==> config.mk <==
export PLATFORM = sky130hd
export DESIGN_NAME = pi1_arbiter_flat
export DESIGN_NICKNAME = d
export VERILOG_FILES = /design/src/rtl/pi1_arbiter_if.sv /design/src/rtl/pi1_arbiter.sv /design/src/flat_wrapper.sv
export SDC_FILE = /design/constraint.sdc
export NUM_CORES = 1
export LEC_CHECK = 0
export BUFFER_PORTS_ARGS = -buffer_cell sky130_fd_sc_hd__clkbuf_2
export CAP_MARGIN = 10
export CORE_AREA = 2 2 105 107
export DETAILED_ROUTE_END_ITERATION = 8
export DIE_AREA = 0 0 107 109
export HOLD_SLACK_MARGIN = 0.05
export SLEW_MARGIN = 20
export SYNTH_ARGS = -nofsm -noshare
export SYNTH_HDL_FRONTEND = slang
export SYNTH_SLANG_ARGS = --single-unit
==> constraint.sdc <==
create_clock -name clk_i -period 1.3 [get_ports clk_i]
set_input_delay 0.065 -clock clk_i [delete_from_list [all_inputs] [get_ports clk_i]]
set_output_delay 0.065 -clock clk_i [all_outputs]
set_load 0.02 [all_outputs]
==> src/rtl/pi1_arbiter_if.sv <==
// -----------------------------------------------------------------------------
// pi1_arbiter_if
//
// Bundles every pi1 bus signal around the arbiter: the per-master request
// buses (packed, master i occupies slice i), the broadcast read data and
// per-master ready going back to the masters, and the single pi1 port
// towards the shared slave.
//
// Signal names carry the arbiter's point of view (_i = into the arbiter,
// _o = out of the arbiter).
//
// Modports
//   slave  : the arbiter itself. It acts as the slave of the pi1 masters and
//            drives the shared slave port.
//   master : the environment side. It drives the master requests and the
//            shared slave's response.
// -----------------------------------------------------------------------------
interface pi1_arbiter_if #(
  parameter int ARCHBITSZ = 32,
  parameter int MSTRCNT   = 2
);

  localparam int SELSZ     = ARCHBITSZ / 8;
  localparam int ADDRBITSZ = ARCHBITSZ - $clog2(SELSZ);

  // Master side, packed per master
  logic [2*MSTRCNT-1:0]         m_op_i;
  logic [ADDRBITSZ*MSTRCNT-1:0] m_addr_i;
  logic [ARCHBITSZ*MSTRCNT-1:0] m_data_i;
  logic [SELSZ*MSTRCNT-1:0]     m_sel_i;
  logic [ARCHBITSZ-1:0]         m_data_o;
  logic [MSTRCNT-1:0]           m_rdy_o;

  // Shared slave side
  logic [1:0]                   s_op_o;
  logic [ADDRBITSZ-1:0]         s_addr_o;
  logic [ARCHBITSZ-1:0]         s_data_o;
  logic [SELSZ-1:0]             s_sel_o;
  logic [ARCHBITSZ-1:0]         s_data_i;
  logic                         s_rdy_i;

  modport slave (
    input  m_op_i, m_addr_i, m_data_i, m_sel_i,
    input  s_data_i, s_rdy_i,
    output m_data_o, m_rdy_o,
    output s_op_o, s_addr_o, s_data_o, s_sel_o
  );

  modport master (
    output m_op_i, m_addr_i, m_data_i, m_sel_i,
    output s_data_i, s_rdy_i,
    input  m_data_o, m_rdy_o,
    input  s_op_o, s_addr_o, s_data_o, s_sel_o
  );

endinterface

==> src/rtl/pi1_arbiter.sv <==
// -----------------------------------------------------------------------------
// pi1_arbiter
//
// Shares one pi1 slave between MSTRCNT pi1 masters.
//
// A master requests by driving a non-NOOP op. One requester is selected per
// cycle and its op/addr/data/sel are forwarded to the slave. The slave accepts
// an op on any edge where s_op_o != NOOP and s_rdy_i = 1, and answers on the
// next edge with s_rdy_i = 1. Because of this, the previous owner's response
// and the next master's issue can share one ready cycle. That gives one op per
// cycle when the slave never stalls.
//
// Selection order
//   1. A master that was selected while the slave stalled keeps the bus
//      (hold), as long as it still requests. This keeps s_* stable across a
//      stall.
//   2. Otherwise round-robin: scan last+1, last+2, ... (mod MSTRCNT), where
//      last is the most recently accepted master.
//
// Ports
//   clk_i  : clock, rising edge
//   rst_i  : synchronous, active-high reset. While it is high all s_* outputs
//            and m_rdy_o are forced to zero.
//   bus    : pi1_arbiter_if.slave
//            m_op_i/m_addr_i/m_data_i/m_sel_i -> per-master requests
//            m_data_o  <- s_data_i, passed straight through to all masters
//            m_rdy_o   <- per-master ready
//            s_op_o/s_addr_o/s_data_o/s_sel_o -> shared slave request
//            s_data_i/s_rdy_i                  <- shared slave response
// -----------------------------------------------------------------------------
module pi1_arbiter #(
  parameter int ARCHBITSZ = 32,  // data width: 16, 32, 64 or 128
  parameter int MSTRCNT   = 2    // number of masters: 2..16
) (
  input  logic         clk_i,
  input  logic         rst_i,
  pi1_arbiter_if.slave bus
);

  localparam int SELSZ     = ARCHBITSZ / 8;
  localparam int ADDRBITSZ = ARCHBITSZ - $clog2(SELSZ);
  localparam int IDXW      = (MSTRCNT > 1) ? $clog2(MSTRCNT) : 1;

  typedef logic [IDXW-1:0] idx_t;

  localparam logic [1:0] OP_NOOP = 2'b00;

  // ---------------------------------------------------------------------------
  // State
  // ---------------------------------------------------------------------------
  logic pending_q,  pending_d;   // an accepted op still awaits its response
  idx_t owner_q,    owner_d;     // master that the pending response belongs to
  logic hold_vld_q, hold_vld_d;  // a selection was stalled by the slave
  idx_t hold_idx_q, hold_idx_d;  // master that was stalled
  idx_t last_q,     last_d;      // most recently accepted master (RR pointer)

  // ---------------------------------------------------------------------------
  // Requester set
  // ---------------------------------------------------------------------------
  logic [MSTRCNT-1:0] req;

  always_comb begin
    for (int i = 0; i < MSTRCNT; i++) begin
      req[i] = (bus.m_op_i[2*i +: 2] != OP_NOOP);
    end
  end

  // ---------------------------------------------------------------------------
  // Selection: the held master first, then round-robin after last_q
  // ---------------------------------------------------------------------------
  logic sel_vld;
  idx_t sel_idx;
  idx_t cand;

  always_comb begin
    // NOTE: every variable written here gets a value before any branch.
    // Without that, a path that skips the assignment would infer a latch.
    sel_vld = 1'b0;
    sel_idx = '0;
    cand    = '0;
    if (hold_vld_q && req[hold_idx_q]) begin
      sel_vld = 1'b1;
      sel_idx = hold_idx_q;
    end else begin
      // k runs 1..MSTRCNT, so last_q itself is scanned last.
      for (int k = 1; k <= MSTRCNT; k++) begin
        cand = idx_t'((int'(last_q) + k) % MSTRCNT);
        if (!sel_vld && req[cand]) begin
          sel_vld = 1'b1;
          sel_idx = cand;
        end
      end
    end
  end

  logic accept;
  assign accept = sel_vld && bus.s_rdy_i;

  // ---------------------------------------------------------------------------
  // Outputs: forward the selected master's request to the slave, and route
  // ready to the selected master and to the owner of a pending response
  // ---------------------------------------------------------------------------
  always_comb begin
    bus.s_op_o   = OP_NOOP;
    bus.s_addr_o = '0;
    bus.s_data_o = '0;
    bus.s_sel_o  = '0;
    bus.m_rdy_o  = '0;
    // Read data is a plain broadcast. Each master qualifies it with its own
    // ready bit.
    bus.m_data_o = bus.s_data_i;
    if (!rst_i) begin
      for (int i = 0; i < MSTRCNT; i++) begin
        if (sel_vld && sel_idx == idx_t'(i)) begin
          bus.s_op_o   = bus.m_op_i[2*i +: 2];
          bus.s_addr_o = bus.m_addr_i[ADDRBITSZ*i +: ADDRBITSZ];
          bus.s_data_o = bus.m_data_i[ARCHBITSZ*i +: ARCHBITSZ];
          bus.s_sel_o  = bus.m_sel_i[SELSZ*i +: SELSZ];
        end
        // Owner and selection may be the same master. That is the
        // back-to-back case where it gets its response and issues again.
        bus.m_rdy_o[i] = bus.s_rdy_i &&
                         ((sel_vld && sel_idx == idx_t'(i)) ||
                          (pending_q && owner_q == idx_t'(i)));
      end
    end
  end

  // ---------------------------------------------------------------------------
  // Next state
  // ---------------------------------------------------------------------------
  always_comb begin
    pending_d  = pending_q;
    owner_d    = owner_q;
    hold_vld_d = hold_vld_q;
    hold_idx_d = hold_idx_q;
    last_d     = last_q;
    if (accept) begin
      // The old owner (if any) is answered this cycle, and sel takes over.
      pending_d  = 1'b1;
      owner_d    = sel_idx;
      last_d     = sel_idx;
      hold_vld_d = 1'b0;
    end else if (sel_vld) begin
      // Stalled: remember who was on the bus so s_* stays stable.
      hold_vld_d = 1'b1;
      hold_idx_d = sel_idx;
    end else begin
      // Nobody requests. A withdrawn held master loses its hold.
      hold_vld_d = 1'b0;
      if (bus.s_rdy_i) begin
        pending_d = 1'b0;
      end
    end
  end

  // NOTE: state registers use non-blocking assignments. Every register then
  // sees the pre-edge values of the others, whatever the statement order.
  always_ff @(posedge clk_i) begin
    if (rst_i) begin
      pending_q  <= 1'b0;
      owner_q    <= '0;
      hold_vld_q <= 1'b0;
      hold_idx_q <= '0;
      // Master 0 is the first candidate after reset.
      last_q     <= idx_t'(MSTRCNT - 1);
    end else begin
      pending_q  <= pending_d;
      owner_q    <= owner_d;
      hold_vld_q <= hold_vld_d;
      hold_idx_q <= hold_idx_d;
      last_q     <= last_d;
    end
  end

endmodule

==> src/flat_wrapper.sv <==
// flat-port wrapper written by rule: the top's interface ports become plain ports
module pi1_arbiter_flat 
#(
  parameter int ARCHBITSZ = 32,                                  
  parameter int MSTRCNT   = 2                               
)
  (clk_i, rst_i, bus_m_op_i, bus_m_addr_i, bus_m_data_i, bus_m_sel_i, bus_s_data_i, bus_s_rdy_i, bus_m_data_o, bus_m_rdy_o, bus_s_op_o, bus_s_addr_o, bus_s_data_o, bus_s_sel_o);
  pi1_arbiter_if #(.ARCHBITSZ(ARCHBITSZ), .MSTRCNT(MSTRCNT)) bus_i ();
  input  logic clk_i;
  input  logic rst_i;
  input wire logic [$bits(bus_i.m_op_i)-1:0] bus_m_op_i;
  input wire logic [$bits(bus_i.m_addr_i)-1:0] bus_m_addr_i;
  input wire logic [$bits(bus_i.m_data_i)-1:0] bus_m_data_i;
  input wire logic [$bits(bus_i.m_sel_i)-1:0] bus_m_sel_i;
  input wire logic [$bits(bus_i.s_data_i)-1:0] bus_s_data_i;
  input wire logic [$bits(bus_i.s_rdy_i)-1:0] bus_s_rdy_i;
  output wire logic [$bits(bus_i.m_data_o)-1:0] bus_m_data_o;
  output wire logic [$bits(bus_i.m_rdy_o)-1:0] bus_m_rdy_o;
  output wire logic [$bits(bus_i.s_op_o)-1:0] bus_s_op_o;
  output wire logic [$bits(bus_i.s_addr_o)-1:0] bus_s_addr_o;
  output wire logic [$bits(bus_i.s_data_o)-1:0] bus_s_data_o;
  output wire logic [$bits(bus_i.s_sel_o)-1:0] bus_s_sel_o;
  assign bus_i.m_op_i = bus_m_op_i;
  assign bus_i.m_addr_i = bus_m_addr_i;
  assign bus_i.m_data_i = bus_m_data_i;
  assign bus_i.m_sel_i = bus_m_sel_i;
  assign bus_i.s_data_i = bus_s_data_i;
  assign bus_i.s_rdy_i = bus_s_rdy_i;
  assign bus_m_data_o = bus_i.m_data_o;
  assign bus_m_rdy_o = bus_i.m_rdy_o;
  assign bus_s_op_o = bus_i.s_op_o;
  assign bus_s_addr_o = bus_i.s_addr_o;
  assign bus_s_data_o = bus_i.s_data_o;
  assign bus_s_sel_o = bus_i.s_sel_o;
  pi1_arbiter #(.ARCHBITSZ(ARCHBITSZ), .MSTRCNT(MSTRCNT)) u_core (.clk_i(clk_i), .rst_i(rst_i), .bus(bus_i));
endmodule
==> flow_summary.json, run 1 <==
{
  "num_io_pins": 273,
  "dp.cells": 622,
  "drtPass1Iterations": 4,
  "hpwl_mm": 8.10,
  "path_max_fanout": 11,
  "peakVddDrop_uv": 297,
  "drt_iter0_markers": 250,
  "maxUsedRoutingLayer": "met4",
  "ys_ff_latch": 5,
  "synthArstFlopShare": 0,
  "cts_tree": "yes",
  "syn_nets": 508,
  "die-area_um2": 11700,
  "clk_pin_slew_worst_paths_ns": 0.04,
  "maxCapViolations": 0,
  "coreArea_um2": 10600,
  "die_w_um": 107,
  "hold_class": "input pin to flop",
  "clockBufferDepth": 2,
  "crit_slowest_cell": "dfxtp_4",
  "cts-root-buf": "clkbuf_8",
  "antenna_cells": 0,
  "cp_data_arrival_time_ns": 1.75,
  "grt_usage": 0.195,
  "syn_area_um2": 2460,
  "status": "finished with violations",
  "p_leak_nw": 1.94,
  "rows": 38,
  "wl_per_cell_um": 22.2,
  "startpoint_type": "flop",
  "avgSynthCellArea_um2": 7.30,
  "synth_top_cell_by_area": "o311ai_1",
  "wl_met1_mm": 5.53,
  "grt_pass1_vias": 3718,
  "grt_max_degree": 41,
  "maxSlewHeadroom": 0.532,
  "io_buffers": 208,
  "hold_viol_final": 0,
  "viasPerCell": 6.12,
  "initial_core_util": 0.232,
  "synth_common_cells": "o311ai_1, a21oi_1, o311ai_0, buf_4, clkbuf_1",
  "place.gp.congestion": 0.763,
  "fin_crit_sh": 1.40,
  "yosysSeqAreaShare": 0.0407,
  "ant_nets": 0,
  "netlist_instances": 337,
  "max_clock_freq_mhz": 551,
  "synth_edf_count": 0,
  "drv_slew": 0,
  "wl_met2_mm": 7.42,
  "antenna_found_initial": 0,
  "cts_buffers": 3,
  "skew_ns": 0.00252,
  "area.growth.synth_to_final_pct": 129,
  "final.setup.worst_slack_ns": -0.515,
  "required_ns": 1.24,
  "min_period_ns": 1.82,
  "instances_no_fill": 643,
  "dp_slack_ns": -0.388,
  "slowest_delay_ns": 0.35,
  "synth_cell_types": 31,
  "synthMostInstantiatedCell": "o311ai_1",
  "grt.overflow.total": 0,
  "end_kind": "output port",
  "fin_tns_setup_ns": -28.44,
  "violations": "setup timing",
  "yosys_warnings": 0,
  "path_cells": "buf_6 > nor2b_4 > buf_12 > buf_16 > nor4b_2 > nor4_2 > buf_2",
  "worst-slew-pin-transition_ns": 0.702,
  "grt_pass1_wl_mm": 18.4,
  "drive_above_1_share": 0.893,
  "cts.sinks": 5,
  "vias": 3934,
  "criticalPathCategory": "flop to output port",
  "setup_viol": 73,
  "worstSkewPairLatency_ns": 0.23,
  "synth-main-ff-cell": "dfxtp_1",
  "wl_mm": 14.3,
  "cts-htree-levels": 1,
  "fillers": 921,
  "grt_setup_unrepaired": "yes",
  "synth.area.top_cells": "o311ai_1, o311ai_0, a21oi_1",
  "power.density_nw_per_um2": 553,
  "wl_met3_um": 972,
  "die_height_um": 109,
  "drcViolationCount": 0,
  "synth_top_cell_area_share": 0.306,
  "layout.nets": 675
}
-- sequential cells by signal, indices dropped and copies added (netlist names) --
register / flops
u_core.pending_q: 1
u_core.last_q: 1
u_core.owner_q: 1
u_core.hold_idx_q: 1
u_core.hold_vld_q: 1
-- where the power goes --
group / total, mW / internal, mW / switching, mW
Combinational: 2.65 / 1.25 / 1.40
Clock: 0.293 / 0.207 / 0.0863
Sequential: 0.180 / 0.166 / 0.0133
Total: 3.12 / 1.62 / 1.50
-- per-stage QoR --
step	hold slack (ns)	total power [mW]	area, µm²	utilization
2_1_floorplan	0.138	1.35	2730	-
3_3_place_gp	0.130	1.80	3740	0.353
3_5_place_dp	0.130	1.83	3740	0.353
4_1_cts	0.0956	2.47	4460	0.421
5_1_grt	0.120	3.27	5640	0.532
6_report	0.114	3.12	5640	0.532
-- final cells by class --
type / instances / area, µm² / area share
tap: 140 / 175 / 0.0311
timing repair buffer: 257 / 2200 / 0.391
multi-input combinational: 237 / 3110 / 0.551
clock buffer: 3 / 41.3 / 0.00732
clock inverter: 1 / 5.00 / 0.000888
sequential: 5 / 106 / 0.0189
-- cells in the final DEF, fill, tap and decap left out, drive strengths merged --
| master | n |
|---|---|
| o21ai | 3 |
| or2 | 2 |
| and2 | 1 |
| a21oi | 68 |
| a311oi | 1 |
| nor4b | 4 |
| o22ai | 1 |
| nor3 | 1 |
| o32ai | 1 |
| o31ai | 1 |
| nor2 | 7 |
| or3 | 1 |
| clkinv | 1 |
| a211oi | 2 |
| nand2 | 2 |
| a21o | 1 |
| nor2b | 1 |
| o311ai | 132 |
| dfxtp | 5 |
| nand2b | 1 |
| nor3b | 1 |
| nor4 | 2 |
| clkbuf | 166 |
| and2b | 4 |
| buf | 94 |
-- critical path, delay by kind of cell (launching register included) --
kind,cells,cell delay [ns]
buffers and inverters,4,0.67
and+or+nand+nor,3,0.50
DFF,1,0.35
-- path summary, 6_finish.rpt --
path | start | to | slack (ns) | cells after the start
max | u_core.hold_vld_q$_SDFF_PP0_ | bus_s_op_o[0] | -0.52 | 7
min | rst_i | u_core.pending_q$_SDFFE_PP0P_ | 0.11 | 2
max reg2reg | u_core.hold_vld_q$_SDFF_PP0_ | u_core.owner_q$_SDFFE_PP0P_ | -0.08 | 7
min reg2reg | u_core.pending_q$_SDFFE_PP0P_ | u_core.pending_q$_SDFFE_PP0P_ | 0.52 | 2
-- kinds of logic after synthesis --
kind of cell           synth area share
AO/OA/AOI/OAI                     0.636
AND/OR/NAND/NOR                  0.0636
buffers and inverters             0.260
flip-flops                       0.0407
-- metal layers --
metal	vias to the layer above	track usage
met5	-	0
met2	204	0.371
li1	1760	-
met3	33	0.0227
met4	0	0.0538
met1	1937	0.229
-- what timing repair did --
item,4_1_cts,5_1_grt
pin swaps,7,43
gates cloned,3,6
hold buffers,0,0
buffers inserted,6,7
resized for setup,124,261
endpoints found under the setup margin,70,73
No activity file was read; power rests on OpenSTA's default activity.
==> run 2: changes to the inputs <==
- CELL_PAD_IN_SITES_DETAIL_PLACEMENT: unset -> 1
- CELL_PAD_IN_SITES_GLOBAL_PLACEMENT: unset -> 1
- CORE_AREA: 2 2 105 107 -> unset
- CORE_ASPECT_RATIO: unset -> 2
- CORE_MARGIN: unset -> 2
- CORE_UTILIZATION: unset -> 22
- DIE_AREA: 0 0 107 109 -> unset
- PLACE_DENSITY_LB_ADDON: unset -> 0.1
==> flow_summary.json, run 2 (synthesis gave the netlist of run 1 again) <==
{
  "cp_data_arrival_time_ns": 1.68,
  "criticalPathCategory": "flop to output port",
  "total_power_mw": 3.36,
  "utilization": 0.532,
  "instances_no_fill": 654,
  "end_kind": "output port",
  "grt_setup_unrepaired": "yes",
  "grt_pass1_wl_mm": 22.8,
  "area.growth.synth_to_final_pct": 135,
  "antenna_cells": 0,
  "grt.overflow.total": 0,
  "initial_core_util": 0.226,
  "clockBufferDepth": 2,
  "startpoint_type": "flop",
  "drive_above_1_share": 0.877,
  "dp.cells": 639,
  "cts_buffers": 3,
  "placed_cell_area_um2": 3880,
  "drcViolationCount": 0,
  "die_w_um": 78.8,
  "hpwl_mm": 10.4,
  "skew_ns": 0.000864,
  "place.gp.congestion": 0.810,
  "fin_crit_sh": 1.34,
  "coreArea_um2": 10900,
  "ff2ff_setup_slack_ns": -0.03,
  "hold_class": "input pin to flop",
  "required_ns": 1.24,
  "maxCapViolations": 0,
  "p_leak_nw": 1.97,
  "worst-slew-pin-transition_ns": 0.527,
  "grt_pass1_vias": 4219,
  "status": "finished with violations",
  "layout_commonest_cell": "clkbuf_2",
  "path_cells": "and2b_4 > buf_12 > buf_8 > o311ai_4 > a21oi_2 > buf_6",
  "cts-root-buf": "clkbuf_16",
  "fin_tns_setup_ns": -25.78,
  "clk_pin_slew_worst_paths_ns": 0.03,
  "rows": 54,
  "fillers": 1167,
  "min_period_ns": 1.75,
  "design_area_um2": 5790,
  "violations": "setup timing",
  "hold_slack_ns": 0.114,
  "io_buffers": 208,
  "viasPerCell": 6.18,
  "hold_viol_final": 0,
  "drv_slew": 0,
  "max_clock_freq_mhz": 573,
  "grt_max_degree": 43,
  "vias": 4039,
  "num_io_pins": 273,
  "dp_slack_ns": -0.296,
  "wl_mm": 16.5,
  "setup_viol": 72,
  "worstSkewPairLatency_ns": 0.23,
  "wl_per_cell_um": 25.3,
  "path_max_fanout": 12,
  "final.setup.worst_slack_ns": -0.445,
  "peakVddDrop_uv": 327,
  "antenna_found_initial": 0,
  "final_cell_mix": "clkbuf_2, a21oi_2, buf_4, o311ai_4, o311ai_2",
  "die-area_um2": 12100,
  "grt_usage": 0.233,
  "cts-htree-levels": 1,
  "drtPass1Iterations": 4,
  "cts.sinks": 5,
  "power.density_nw_per_um2": 581,
  "slowest_delay_ns": 0.35,
  "crit_slowest_cell": "dfxtp_4",
  "maxSlewHeadroom": 0.649,
  "drt_iter0_markers": 108,
  "ant_nets": 0,
  "cts_tree": "yes",
  "layout.nets": 686,
  "die_height_um": 154
}
-- run 2: cell types whose count changed in the layout (fill, tap and decap cells not counted), sizes merged --
cell	change
buf	+24
clkbuf	-9
and2b	-3
clkinv	-1
-- run 2: worst max-delay path: cells and delay by family (launching register included) --
kind | cells | cell delay, ns
compound gates | 2 | 0.43
buf+inv | 3 | 0.47
flops | 1 | 0.35
simple gates | 1 | 0.20
-- run 2: worst paths after layout --
path | startpoint | endpoint | cells past startpoint
worst max-delay path | u_core.hold_vld_q$_SDFF_PP0_ | bus_s_data_o[25] | 6
worst min register to register | u_core.hold_idx_q$_SDFFE_PP0P_ | u_core.hold_idx_q$_SDFFE_PP0P_ | 2
worst max register to register | u_core.hold_vld_q$_SDFF_PP0_ | u_core.last_q$_SDFFE_PP1P_ | 7
worst min-delay path | rst_i | u_core.hold_vld_q$_SDFF_PP0_ | 2
-- run 2: per-layer routing --
layer,vias to the layer above,global-route usage,routed length [µm]
met5,-,0,0
met4,0,0.112,909
met3,65,0.0229,683
met2,173,0.445,9390
met1,2014,0.246,5560
li1,1787,-,-
-- run 2: cell type report --
cell class | instances | area [µm²] | share of cell area
multi-input combinational | 234 | 3270 | 0.564
clock buffer | 4 | 78.8 | 0.0136
tap | 140 | 175 | 0.0303
timing repair buffer | 271 | 2160 | 0.374
sequential | 5 | 106 | 0.0184
-- run 2: what timing repair did --
item / in CTS / in global routing
buffers inserted: 2 / 0
resized for setup: 142 / 219
gates cloned: 1 / 8
setup endpoints to repair: 73 / 73
hold buffers: 0 / 0
pin swaps: 2 / 45
-- run 2: report_power, final --
part / leakage (nW) / internal (mW) / switching, mW / total (mW)
clock network: 0.0382 / 0.407 / 0.106 / 0.513
logic: 1.89 / 1.22 / 1.45 / 2.67
registers: 0.0421 / 0.166 / 0.0119 / 0.178
total: 1.97 / 1.79 / 1.57 / 3.36
